**src/rtl/fp_pkg.sv**
```systemverilog
// Shared floating-point constants and FSM encoding for the adder back end.
package fp_pkg;

    localparam int          EXP_W      = 8;
    localparam int          FRAC_W     = 23;
    localparam logic [7:0]  EXP_MAX    = 8'hFF;
    localparam int          BIAS       = 127;
    localparam int          MANT_W     = FRAC_W + 4;
    localparam int          XEXP_W     = EXP_W + 2;
    localparam logic [4:0]  MAX_SHIFTS = 5'd24;

    typedef enum logic [1:0] {
        ST_IDLE  = 2'd0,
        ST_NORM  = 2'd1,
        ST_ROUND = 2'd2,
        ST_DONE  = 2'd3
    } fsm_state_e;

endpackage

```
**src/rtl/fp_round_rne.sv**
```systemverilog
// Round-to-nearest-even increment of a hidden+fraction significand.
module fp_round_rne
    import fp_pkg::*;
(
    input  logic [FRAC_W:0] mant_i,
    input  logic            guard_i,
    input  logic            sticky_i,
    output logic [FRAC_W:0] mant_o,
    output logic            carry_o
);

    logic              inc_s;
    logic [FRAC_W+1:0] sum_s;

    // Ties go to the even significand.
    always_comb begin
        inc_s   = guard_i & (sticky_i | mant_i[0]);
        sum_s   = {1'b0, mant_i} + {{(FRAC_W + 1){1'b0}}, inc_s};
        mant_o  = sum_s[FRAC_W:0];
        carry_o = sum_s[FRAC_W+1];
    end

endmodule

```
**src/rtl/fp_add_normalizer.sv**
```systemverilog
// Normalises, rounds and packs a raw adder result into IEEE-754 single format.
module fp_add_normalizer
    import fp_pkg::*;
(
    input  logic                 clk,
    input  logic                 rst_n,
    input  logic                 in_valid,
    output logic                 in_ready,
    input  logic                 in_sign,
    input  logic [EXP_W-1:0]     in_exp,
    input  logic [MANT_W-1:0]    in_mant,
    output logic                 out_valid,
    input  logic                 out_ready,
    output logic [31:0]          result,
    output logic                 busy
);

    fsm_state_e          state_q, state_d;
    logic                sign_q, sign_d;
    logic [XEXP_W-1:0]   exp_q, exp_d;
    logic [MANT_W-1:0]   mant_q, mant_d;
    logic [4:0]          shift_cnt_q, shift_cnt_d;
    logic                zero_q, zero_d;
    logic                special_q, special_d;
    logic [31:0]         result_q, result_d;
    logic                out_valid_q, out_valid_d;
    logic                in_ready_q, in_ready_d;
    logic                busy_q, busy_d;

    logic [FRAC_W:0]     rnd_mant_s;
    logic                rnd_carry_s;
    logic [FRAC_W:0]     fin_mant_s;
    logic [XEXP_W-1:0]   fin_exp_s;
    logic [31:0]         packed_s;

    fp_round_rne u_round (
        .mant_i   (mant_q[MANT_W-2:2]),
        .guard_i  (mant_q[1]),
        .sticky_i (mant_q[0]),
        .mant_o   (rnd_mant_s),
        .carry_o  (rnd_carry_s)
    );

    // Post-rounding renormalisation and final IEEE packing.
    always_comb begin
        if (rnd_carry_s) begin
            fin_mant_s = {1'b1, rnd_mant_s[FRAC_W:1]};
            fin_exp_s  = exp_q + 10'd1;
        end else begin
            fin_mant_s = rnd_mant_s;
            fin_exp_s  = exp_q;
        end

        if (zero_q) begin
            packed_s = 32'h0000_0000;
        end else if (fin_exp_s >= 10'd255) begin
            packed_s = {sign_q, EXP_MAX, 23'h0};
        end else if (fin_mant_s[FRAC_W]) begin
            packed_s = {sign_q, fin_exp_s[EXP_W-1:0], fin_mant_s[FRAC_W-1:0]};
        end else begin
            packed_s = {sign_q, 8'h00, fin_mant_s[FRAC_W-1:0]};
        end
    end

    // FSM next state and datapath register updates.
    always_comb begin
        state_d     = state_q;
        sign_d      = sign_q;
        exp_d       = exp_q;
        mant_d      = mant_q;
        shift_cnt_d = shift_cnt_q;
        zero_d      = zero_q;
        special_d   = special_q;
        result_d    = result_q;

        case (state_q)
            ST_IDLE: begin
                if (in_valid) begin
                    sign_d      = in_sign;
                    special_d   = (in_exp == EXP_MAX);
                    zero_d      = (in_mant == {MANT_W{1'b0}});
                    shift_cnt_d = 5'd0;
                    // Adder carry: fold the dropped bit into sticky.
                    if (in_mant[MANT_W-1] && (in_exp != EXP_MAX)) begin
                        mant_d = {1'b0, in_mant[MANT_W-1:2], in_mant[1] | in_mant[0]};
                        exp_d  = {2'b00, in_exp} + 10'd1;
                    end else begin
                        mant_d = in_mant;
                        exp_d  = {2'b00, in_exp};
                    end
                    state_d = ST_NORM;
                end else begin
                    state_d = ST_IDLE;
                end
            end
            ST_NORM: begin
                if (special_q) begin
                    result_d = {sign_q, EXP_MAX, mant_q[FRAC_W+1:2]};
                    state_d  = ST_DONE;
                end else if (!mant_q[MANT_W-2] && (mant_q != {MANT_W{1'b0}}) &&
                             (exp_q > 10'd1) && (shift_cnt_q < MAX_SHIFTS)) begin
                    mant_d      = {mant_q[MANT_W-2:0], 1'b0};
                    exp_d       = exp_q - 10'd1;
                    shift_cnt_d = shift_cnt_q + 5'd1;
                    state_d     = ST_NORM;
                end else begin
                    state_d = ST_ROUND;
                end
            end
            ST_ROUND: begin
                result_d = packed_s;
                state_d  = ST_DONE;
            end
            ST_DONE: begin
                if (out_ready) begin
                    state_d = ST_IDLE;
                end else begin
                    state_d = ST_DONE;
                end
            end
            default: begin
                state_d = ST_IDLE;
            end
        endcase

        out_valid_d = (state_d == ST_DONE);
        in_ready_d  = (state_d == ST_IDLE);
        busy_d      = (state_d != ST_IDLE);
    end

    // State and datapath registers with asynchronous clear.
    always_ff @(posedge clk or negedge rst_n) begin
        if (!rst_n) begin
            state_q     <= ST_IDLE;
            sign_q      <= 1'b0;
            exp_q       <= 10'd0;
            mant_q      <= 27'd0;
            shift_cnt_q <= 5'd0;
            zero_q      <= 1'b0;
            special_q   <= 1'b0;
            result_q    <= 32'h0000_0000;
            out_valid_q <= 1'b0;
            in_ready_q  <= 1'b1;
            busy_q      <= 1'b0;
        end else begin
            state_q     <= state_d;
            sign_q      <= sign_d;
            exp_q       <= exp_d;
            mant_q      <= mant_d;
            shift_cnt_q <= shift_cnt_d;
            zero_q      <= zero_d;
            special_q   <= special_d;
            result_q    <= result_d;
            out_valid_q <= out_valid_d;
            in_ready_q  <= in_ready_d;
            busy_q      <= busy_d;
        end
    end

    assign in_ready  = in_ready_q;
    assign out_valid = out_valid_q;
    assign busy      = busy_q;
    assign result    = result_q;

endmodule
```
**config.mk**
```make
export PLATFORM = sky130hd
export DESIGN_NAME = fp_add_normalizer
export DESIGN_NICKNAME = d
export VERILOG_FILES = /design/src/rtl/fp_pkg.sv /design/src/rtl/fp_round_rne.sv /design/src/rtl/fp_add_normalizer.sv
export SDC_FILE = /design/constraint.sdc
export NUM_CORES = 1
export LEC_CHECK = 0
export BUFFER_PORTS_ARGS = -buffer_cell sky130_fd_sc_hd__buf_2
export CAP_MARGIN = 20
export CELL_PAD_IN_SITES_DETAIL_PLACEMENT = 1
export CELL_PAD_IN_SITES_GLOBAL_PLACEMENT = 2
export CORE_MARGIN = 2
export CORE_UTILIZATION = 25
export DETAILED_ROUTE_END_ITERATION = 12
export PLACE_DENSITY_LB_ADDON = 0.25
export SETUP_SLACK_MARGIN = 0.15
export SLEW_MARGIN = 20
export SYNTH_ARGS = -nofsm -noshare
export SYNTH_HDL_FRONTEND = slang
export SYNTH_SLANG_ARGS = --single-unit
export TNS_END_PERCENT = 100
```
**constraint.sdc**
```tcl
create_clock -name clk -period 4.34 [get_ports clk]
set_input_delay 0.868 -clock clk [delete_from_list [all_inputs] [get_ports clk]]
set_output_delay 0.868 -clock clk [all_outputs]
set_load 0.01 [all_outputs]
```
==> summary by stage, run 1 <==
Clock tree
The number of gates resized after CTS was 0. The number of buffers on the longest clock path is 2. For this design, the CTS-stage hold fixing added 0 buffers. The clock tree synthesis step divided the H-tree into 3 levels. The clock tree root driver cell is clkbuf_16.

TritonCTS created 9 clock buffers. Clock tree synthesis found a total of 82 sinks. The clock tree from TritonCTS is done. Clock-pin slew was measured on the worst setup and hold paths at 0.06 ns.

For the worst-skew pair, the clock arrives at the later sink with an insertion delay of 0.34 ns. The post-CTS repair timing setup buffer count is 0.

Power
The highest ir drop seen on vdd is 290 uV. The static leakage power is 2.82 nW. Dividing total power by cell area gives a power density of 732 nW/um2.

Placement
The final weighted congestion in routability-driven placement is 0.823. The cell area after placement is 6160 um2. The number of buffers inserted by port buffering is 74. The HPWL after detailed placement is 14.8 mm. The pre-CTS setup slack is 0.697 ns.

Synth
The total of flip-flops plus latches after synthesis is 82. The net count after synthesis is 738. The number of warnings printed during yosys synthesis is 0. In the synthesized netlist the async set-or-reset flop fraction comes to 1.00.

The count of flip-flops with a built-in enable after synthesis is 0. The most used flip-flop cell after synthesis is dfrtp_1. The library cell with the largest summed area after synthesis is dfrtp_1. The share of synthesized area in the top cell type comes to 0.366. The sequential cell area fraction in the yosys report is 0.371. A synthesized cell averages 8.00 um2. The mapped netlist covers 5540 um2. By area the synthesized netlist is led by dfrtp_1 37%, nand2_1 7.8%, nor2_1 3.7%. Synthesis produced 692 cells.

The number of different library cells in the post-synthesis netlist is 59.

Floorplan
The floorplan step defined a die boundary enclosing 23400 um2. In this run the horizontal extent of the chip is 153 um. For this design the top-level I/O count stands at 75.

For this configuration, the core starts out at a cell density of 0.255. The region available for standard cell placement spans 21800 um2. From bottom edge to top edge, the die measures 153 um. The number of placement rows is 54.

Critical path
The element type at the critical path start is a register. The worst endpoint data arrival time is 3.87 ns. The highest net fanout along the worst path is 15.

The cell that appears most often on the critical path is or4_1. In this design, the largest share of critical-path delay is due to simple AND/OR/NAND/NOR gates. The signal on the critical path passes through and2_1 -> ha_1 -> and3_4 -> and4_1 -> a21oi_1 -> or4_1 -> and4b_4 -> or4_1 -> o32ai_1. The type of destination of the critical path is a register. The delay of the slowest cell on the worst path is 0.76 ns. The required time of the worst setup path is 4.58 ns. The slowest stage of the critical path belongs to the cell or4_1. The critical path is of the register to register type. The buffers plus inverters on the worst setup path is 0.

Cells and area
The post-layout utilization of the core is 0.297. The commonest non-fill, non-tap cell in the layout is nand2_1. In the final layout, the share of cells above drive strength 1 is 0.164. The post-layout net count is 779. The number of antenna repair diodes is 0. With fillers left out, the area of the finished cells amounts to 6460 um2. The signed area change from the synthesized netlist to the final layout is 16.7%.

In the layout the commonest cells are 114 x nand2_1, 81 x dfrtp_1, 73 x buf_2, 55 x nor2_1, 39 x nand3_1. The fill cell total of the finished layout is 2623.

Timing
The final critical path time including I/O delays and setup is 3.64 ns. Headroom to the max-slew limit came out at 0.351. The achievable frequency is 0.275 GHz.

Clock skew on the completed layout was measured at 0.00664 ns. The tightest hold path in the finished design has a slack of 0.495 ns. The number of hold violations in the final report was 0. The worst setup margin is 0.701 ns. The final count of pins violating max slew is 0. The final cycle utilization of the critical path is 0.838.

Setup violations remaining at the end of the flow were counted as 0. The setup TNS after final layout is 0 ns. For the pin with the worst max-slew slack, the measured transition is 0.966 ns.

Setup repair after global routing left no endpoint under its margin.

Routing
The detailed-route wire length per cell is 19.6 um. In this run the remaining antenna-violating nets after routing total 0. The via count is 5457.

Summed over all layers, the routed wires come to 19.9 mm. For this run, design rule violations remaining after detail routing come to 0. Using the TritonRoute via totals, the vias-per-cell ratio works out to 5.36. After the first detailed-routing iteration, the DRC count stood at 395.

Before antenna repair, the detailed router went through 4 iterations.

Run status
The flow ran to the end, and the final reports show no timing, DRC or antenna violations.

Global routing
Entering global routing, the biggest net connects 63 pins. The total overflow left after global routing is 0. The first global-routing pass estimated 32.8 mm of wire. The global router's overall resource usage is 0.174. The number of antenna violations at the first check in global routing came to 0. The number of global-route vias before repair is 5597.

Job
Across the run, the number of max-cap violations was 0.

Hold path
The worst hold path belongs to the class register to register.
## Yosys cell counts (all sizes together), types with 2 or more instances
master and instances:
nand4 11, a21boi 2, nand2 115, nor4 16
and2 9, nand3 39, a22o 2, o21ai 33
buf 20, nor2b 5, and3 7, dfrtp 81
o22ai 7, a211oi 2, a221oi 2, o31ai 12
a311oi 22, xor2 14, or4 3, a21o 21
nor2 55, inv 13, o221ai 4, o211ai 11
a21oi 38, nand2b 14, o32ai 2, a31o 3
a31oi 7, o2bb2ai 2, ha 6, o21a 3
nor3 20, nand3b 2, xnor2 12, and4 7
a221o 6, clkbuf 42, mux2i 7, or3 4
a311o 3
## worst register-to-register path, delay by kind of cell (launching register included)
| kind | cells | cell delay (ns) |
|---|---|---|
| flip-flops | 1 | 0.47 |
| adder cells (fa/ha/maj) | 1 | 0.17 |
| AO/OA/AOI/OAI | 2 | 0.54 |
| AND/OR/NAND/NOR | 6 | 2.36 |
## power by group
part / internal, mW / switching (mW) / total, mW
Combinational: 0.927 / 1.41 / 2.33
Sequential: 1.11 / 0.499 / 1.61
Clock: 0.463 / 0.326 / 0.788
Total: 2.50 / 2.23 / 4.73
## cell families after synthesis
| group | synth area share |
|---|---|
| AOI/OAI and AO/OA | 0.237 |
| adders and majority gates | 0.0136 |
| and+or+nand+nor | 0.267 |
| buffers and inverters | 0.0581 |
| muxes | 0.0127 |
| DFF | 0.371 |
| xor gates and xnor gates | 0.0411 |
## metal layers
metal,track usage,wire length (um),vias to the layer above,part of all wire
met2,0.256,8810,116,0.44
met3,0.0269,725,17,0.036
met1,0.264,10200,2721,0.51
li1,-,-,2603,-
met4,0.0423,243,0,0.012
met5,0,0,-,0
## metrics by stage
stage | std cells | total power, mW
final | 1018 | 4.73
after global routing | 1018 | 5.15
after CTS | 1018 | 4.78
after detailed placement | 1002 | 3.97
after global placement | 1002 | 3.88
after floorplan | 692 | 3.12
## worst paths after layout
check / depth (start not counted) / startpoint / to / slack (ns)
min in group asynchronous: 1 / rst_n / special_q / 0.62
worst min-delay path: 2 / sign_q / sign_q / 0.50
worst max register to register: 9 / mant_q[2] / result[18] / 0.70
worst min register to register: 2 / sign_q / sign_q / 0.50
max in group asynchronous: 2 / rst_n / in_ready / 2.85
worst max-delay path: 9 / mant_q[2] / result[18] / 0.70
## registers in the layout, indices dropped and copies added (netlist names), 2 cells and up
| name | count |
|---|---|
| state_q | 2 |
| mant_q | 27 |
| shift_cnt_q | 5 |
| exp_q | 10 |
| result | 32 |
## cell type report
class                   instances  area (um2)  area share
multi-input cells             535        3190       0.494
flip-flops and latches         82        2050       0.318
repair buffers                 92         520      0.0805
well taps                     280         350      0.0542
clock buffers                  12         246      0.0381
clock inverters                 4        51.3     0.00794
inverters                      13        48.8     0.00755
Power figures use the tool's default switching activity.
==> run 2, diff against run 1 <==
Settings changed: ABC_AREA set to 1.
Clock period 4.34 ns to 3.6 ns, I/O delays scaled along.
==> summary by stage, run 2 <==
Power
The power density normalized to cell area is 887 nW/um2 (+21%). The static leakage power is 3.20 nW (+14%). The post-route total power is 5.95 mW (+26%). The highest ir drop seen on vdd is 308 uV (+6.3%).

Clock tree
The number of buffers on the longest clock path is 2 (unchanged). The clock tree from TritonCTS is done. In this run the clock root is driven by a clkbuf_16. The post-cts gate resize count is 0 (unchanged). The post-CTS repair timing setup buffer count was 0 (unchanged). The clock-pin slew of the registers on the worst-case setup and hold paths is 0.07 ns (about the same). The number of hold buffers added after cts came to 0 (unchanged).

The insertion delay of the later-clocked pin in the worst-skew pair is 0.36 ns (+0.02 ns). The clock sink total is 82 (unchanged). The number of H-tree levels is 3 (unchanged). The CTS buffer count was 9 (unchanged).

Timing
The setup TNS after final layout was 0 ns (unchanged). The final critical path time including I/O delays and setup is 3.03 ns (-0.612 ns). The setup violation total in the final timing report is 0 (unchanged). The final cycle utilization of the critical path is 0.841 (+0.00249). The achievable frequency was 0.330 GHz (+20%). The worst slew slack as a fraction of its limit is 0.393 (+0.0419). Setup repair after global routing left no endpoint under its margin.

The worst clock skew on the final layout is 0.0100 ns (+0.00336 ns). The number of hold violations in the final report is 0 (unchanged). The pin slew with the least headroom to its limit is 0.910 ns (-0.0559 ns). The final count of pins violating max slew is 0 (unchanged).

Cells and area
Leaving out fill and tap cells, the most frequent cells in the layout are 200 x nand2_1, 97 x inv_1, 81 x dfrtp_1, 76 x a21oi_1, 75 x o21ai_0. The number of flip-flops in the largest register is 32 (unchanged). The number of antenna repair diodes is 0 (unchanged). The summed area of non-filler cells in the final layout is 6710 um2 (+3.8%). The signed area change from the synthesized netlist to the final layout is 16.7% (about the same). The commonest non-fill, non-tap cell in the layout is nand2_1. The post-layout net count is 951 (+22%). The ratio of cells with drive above 1 in the final layout was 0.140 (-0.0244).

Placement
The total half-perimeter wirelength after legalization and detailed placement is 15.8 mm (+6.9%). The cell area after placement is 6410 um2 (+4.1%). The number of buffers inserted by port buffering is 74 (unchanged). The final weighted congestion in routability-driven placement is 0.948 (+15%).

Synth
The number of different library cells in the post-synthesis netlist is 38 (-36%). The sequential cell area fraction in the yosys report is 0.357 (-0.0136). The most numerous cell in the Yosys netlist is nand2_1. The post-synthesis instance total came to 851 (+23%). The net count after synthesis is 897 (+22%). The async set-reset flop share out of synthesis is 1.00 (unchanged). Sorting the synthesized cells by how often they occur yields 200 x nand2_1, 97 x inv_1, 81 x dfrtp_1. The average cell area after synthesis was 6.76 um2 (-16%). Of all cell types, the one taking the most synthesized area is dfrtp_1. The cell area after synthesis is 5750 um2 (+3.8%). The area share of the largest cell type after synthesis is 0.353 (-0.0134). The number of warnings printed during yosys synthesis was 0 (unchanged). Among all flip-flop cells after synthesis, the most frequent one is dfrtp_1. By area the synthesized netlist is led by dfrtp_1 35%, nand2_1 13%, a21oi_1 6.6%. The total of flip-flops plus latches after synthesis is 82 (unchanged). The count of flip-flops with a built-in enable after synthesis is 0 (unchanged).

Run status
The flow ran to the end, and the final reports show no timing, DRC or antenna violations.

Global routing
The global router's overall resource usage came to 0.177 (+0.00303). The global-route wire length before repair was 33.5 mm (+1.9%). The overall overflow remaining after global route was 0 (unchanged). The maximum number of pins on one net before global-route repair is 55 (-13%). The number of global-route vias before repair was 5833 (+4.2%). The number of antenna violations at the first check in global routing is 0 (unchanged).

Floorplan
The die extent in y was 156 um (+1.8%). The die width was 156 um (+1.8%). The number of placement rows is 55 (+1.9%). The core area is 22600 um2 (+4.1%). The area enclosed by the die boundary came to 24200 um2 (+3.7%). The I/O pin total is 75 (unchanged). The effective utilization at floorplan is 0.254 (-0.000663).

Routing
The number of DRC markers after the initial detailed-route iteration is 342 (-13%). The ratio of routed vias to standard cells is 4.82 (-10%). The via count is 5760 (+5.6%). The first-pass detailed-route iteration total is 4 (unchanged).

The detailed-route DRC error count is 0 (unchanged). The total detailed-routing wirelength came to 20.6 mm (+3.4%). The remaining antenna violation count after routing is 0 (unchanged). The detailed-route wire length per cell is 17.3 um (-12%).

Critical path
The critical setup path kind is register to register. The highest net fanout along the worst path was 31 (+16). STA classifies the critical path endpoint as a register. The startpoint of the worst setup timing path is mant_q[2]. The worst setup slack for register-to-register paths came to 0.57 ns (-0.13 ns).

The reg-to-reg startpoint is mant_q[2]. The worst endpoint data arrival time is 3.30 ns (-0.57 ns). The worst reg-to-reg path cell count was 15 (+6). The required time of the worst setup path is 3.87 ns (-0.71 ns). The reg-to-reg endpoint is result[19]. The critical path ends at result[19]. STA classifies the critical path startpoint as a register.

Hold path
The class of the tightest hold or removal check is input port to asynchronous set/reset pin.

Job
The max-capacitance violation count is 0 (unchanged).
==> run 2: changes by cell type after synthesis, moves of 15 or more <==
cell,before,now
a311oi_1,22,0
nor2_1,55,76
nand2_1,115,200
o22ai_1,7,22
clkbuf_1,40,21
a21oi_1,38,76
nand3_1,39,68
inv_1,13,97
a21o_1,21,0
o21ai_0,31,75
==> run 2: stage by stage <==
step           setup slack, ns  hold WS, ns  cells  utilization
2_1_floorplan             1.45        0.424    851            -
3_3_place_gp             0.781        0.468   1179        0.283
3_5_place_dp             0.600        0.467   1179        0.283
4_1_cts                  0.558        0.456   1195        0.296
5_1_grt                  0.242        0.477   1195        0.296
6_report                 0.572        0.414   1195        0.296
==> run 2: layout make-up <==
type,count,area (um2)
timing repair buffer,85,493
inverter,103,387
multi-input combinational,624,3130
tap,285,357
sequential,82,2050
clock inverter,6,66.3
clock buffer,10,229
fill,2868,15900
==> run 2: worst min-delay path by stage <==
| stage | start | to | slack [ns] | cells after the start |
|---|---|---|---|---|
| floorplan | rst_n | busy | 0.42 | 0 |
| global placement | result[29] | result[29] | 0.47 | 2 |
| detailed placement | result[29] | result[29] | 0.47 | 2 |
| CTS | rst_n | shift_cnt_q[1] | 0.46 | 1 |
| global route | rst_n | out_valid | 0.48 | 1 |
| finish | rst_n | busy | 0.41 | 1 |
==> run 2: report_power, final <==
group          internal [mW]  switching, mW
registers               1.37          0.481
clock network          0.540          0.426
logic                   1.05           2.09
total                   2.96           2.99
==> run 2: cell families (layout without fill, tap and decap cells) <==
group | count (synthesis) | in the layout | share of synthesized area
flops | 82 | 82 | 0.357
simple gates | 398 | 398 | 0.305
xor+xnor | 28 | 28 | 0.0427
compound gates | 191 | 191 | 0.179
mux | 1 | 1 | 0.00174
buf+inv | 145 | 204 | 0.102
fa+ha+maj | 6 | 6 | 0.0131
==> run 2: metal layers <==
layer | GRT usage | part of all wire
met5 | 0 | 0
met4 | 0.0459 | 0.011
met3 | 0.0208 | 0.029
met2 | 0.251 | 0.40
met1 | 0.279 | 0.56
==> run 2: critical path: stages, from the launching register on <==
cell and delay, ns:
dfrtp_1 0.44, nand2_1 0.14, inv_1 0.11, ha_1 0.18
nand2_1 0.07, nor2_2 0.19, nand2_2 0.12, inv_2 0.15
nand2_4 0.18, inv_2 0.17, nand2_1 0.06, o21ai_0 0.12
nor2_1 0.10, nand2_2 0.53, nand3_1 0.15, a21oi_1 0.18
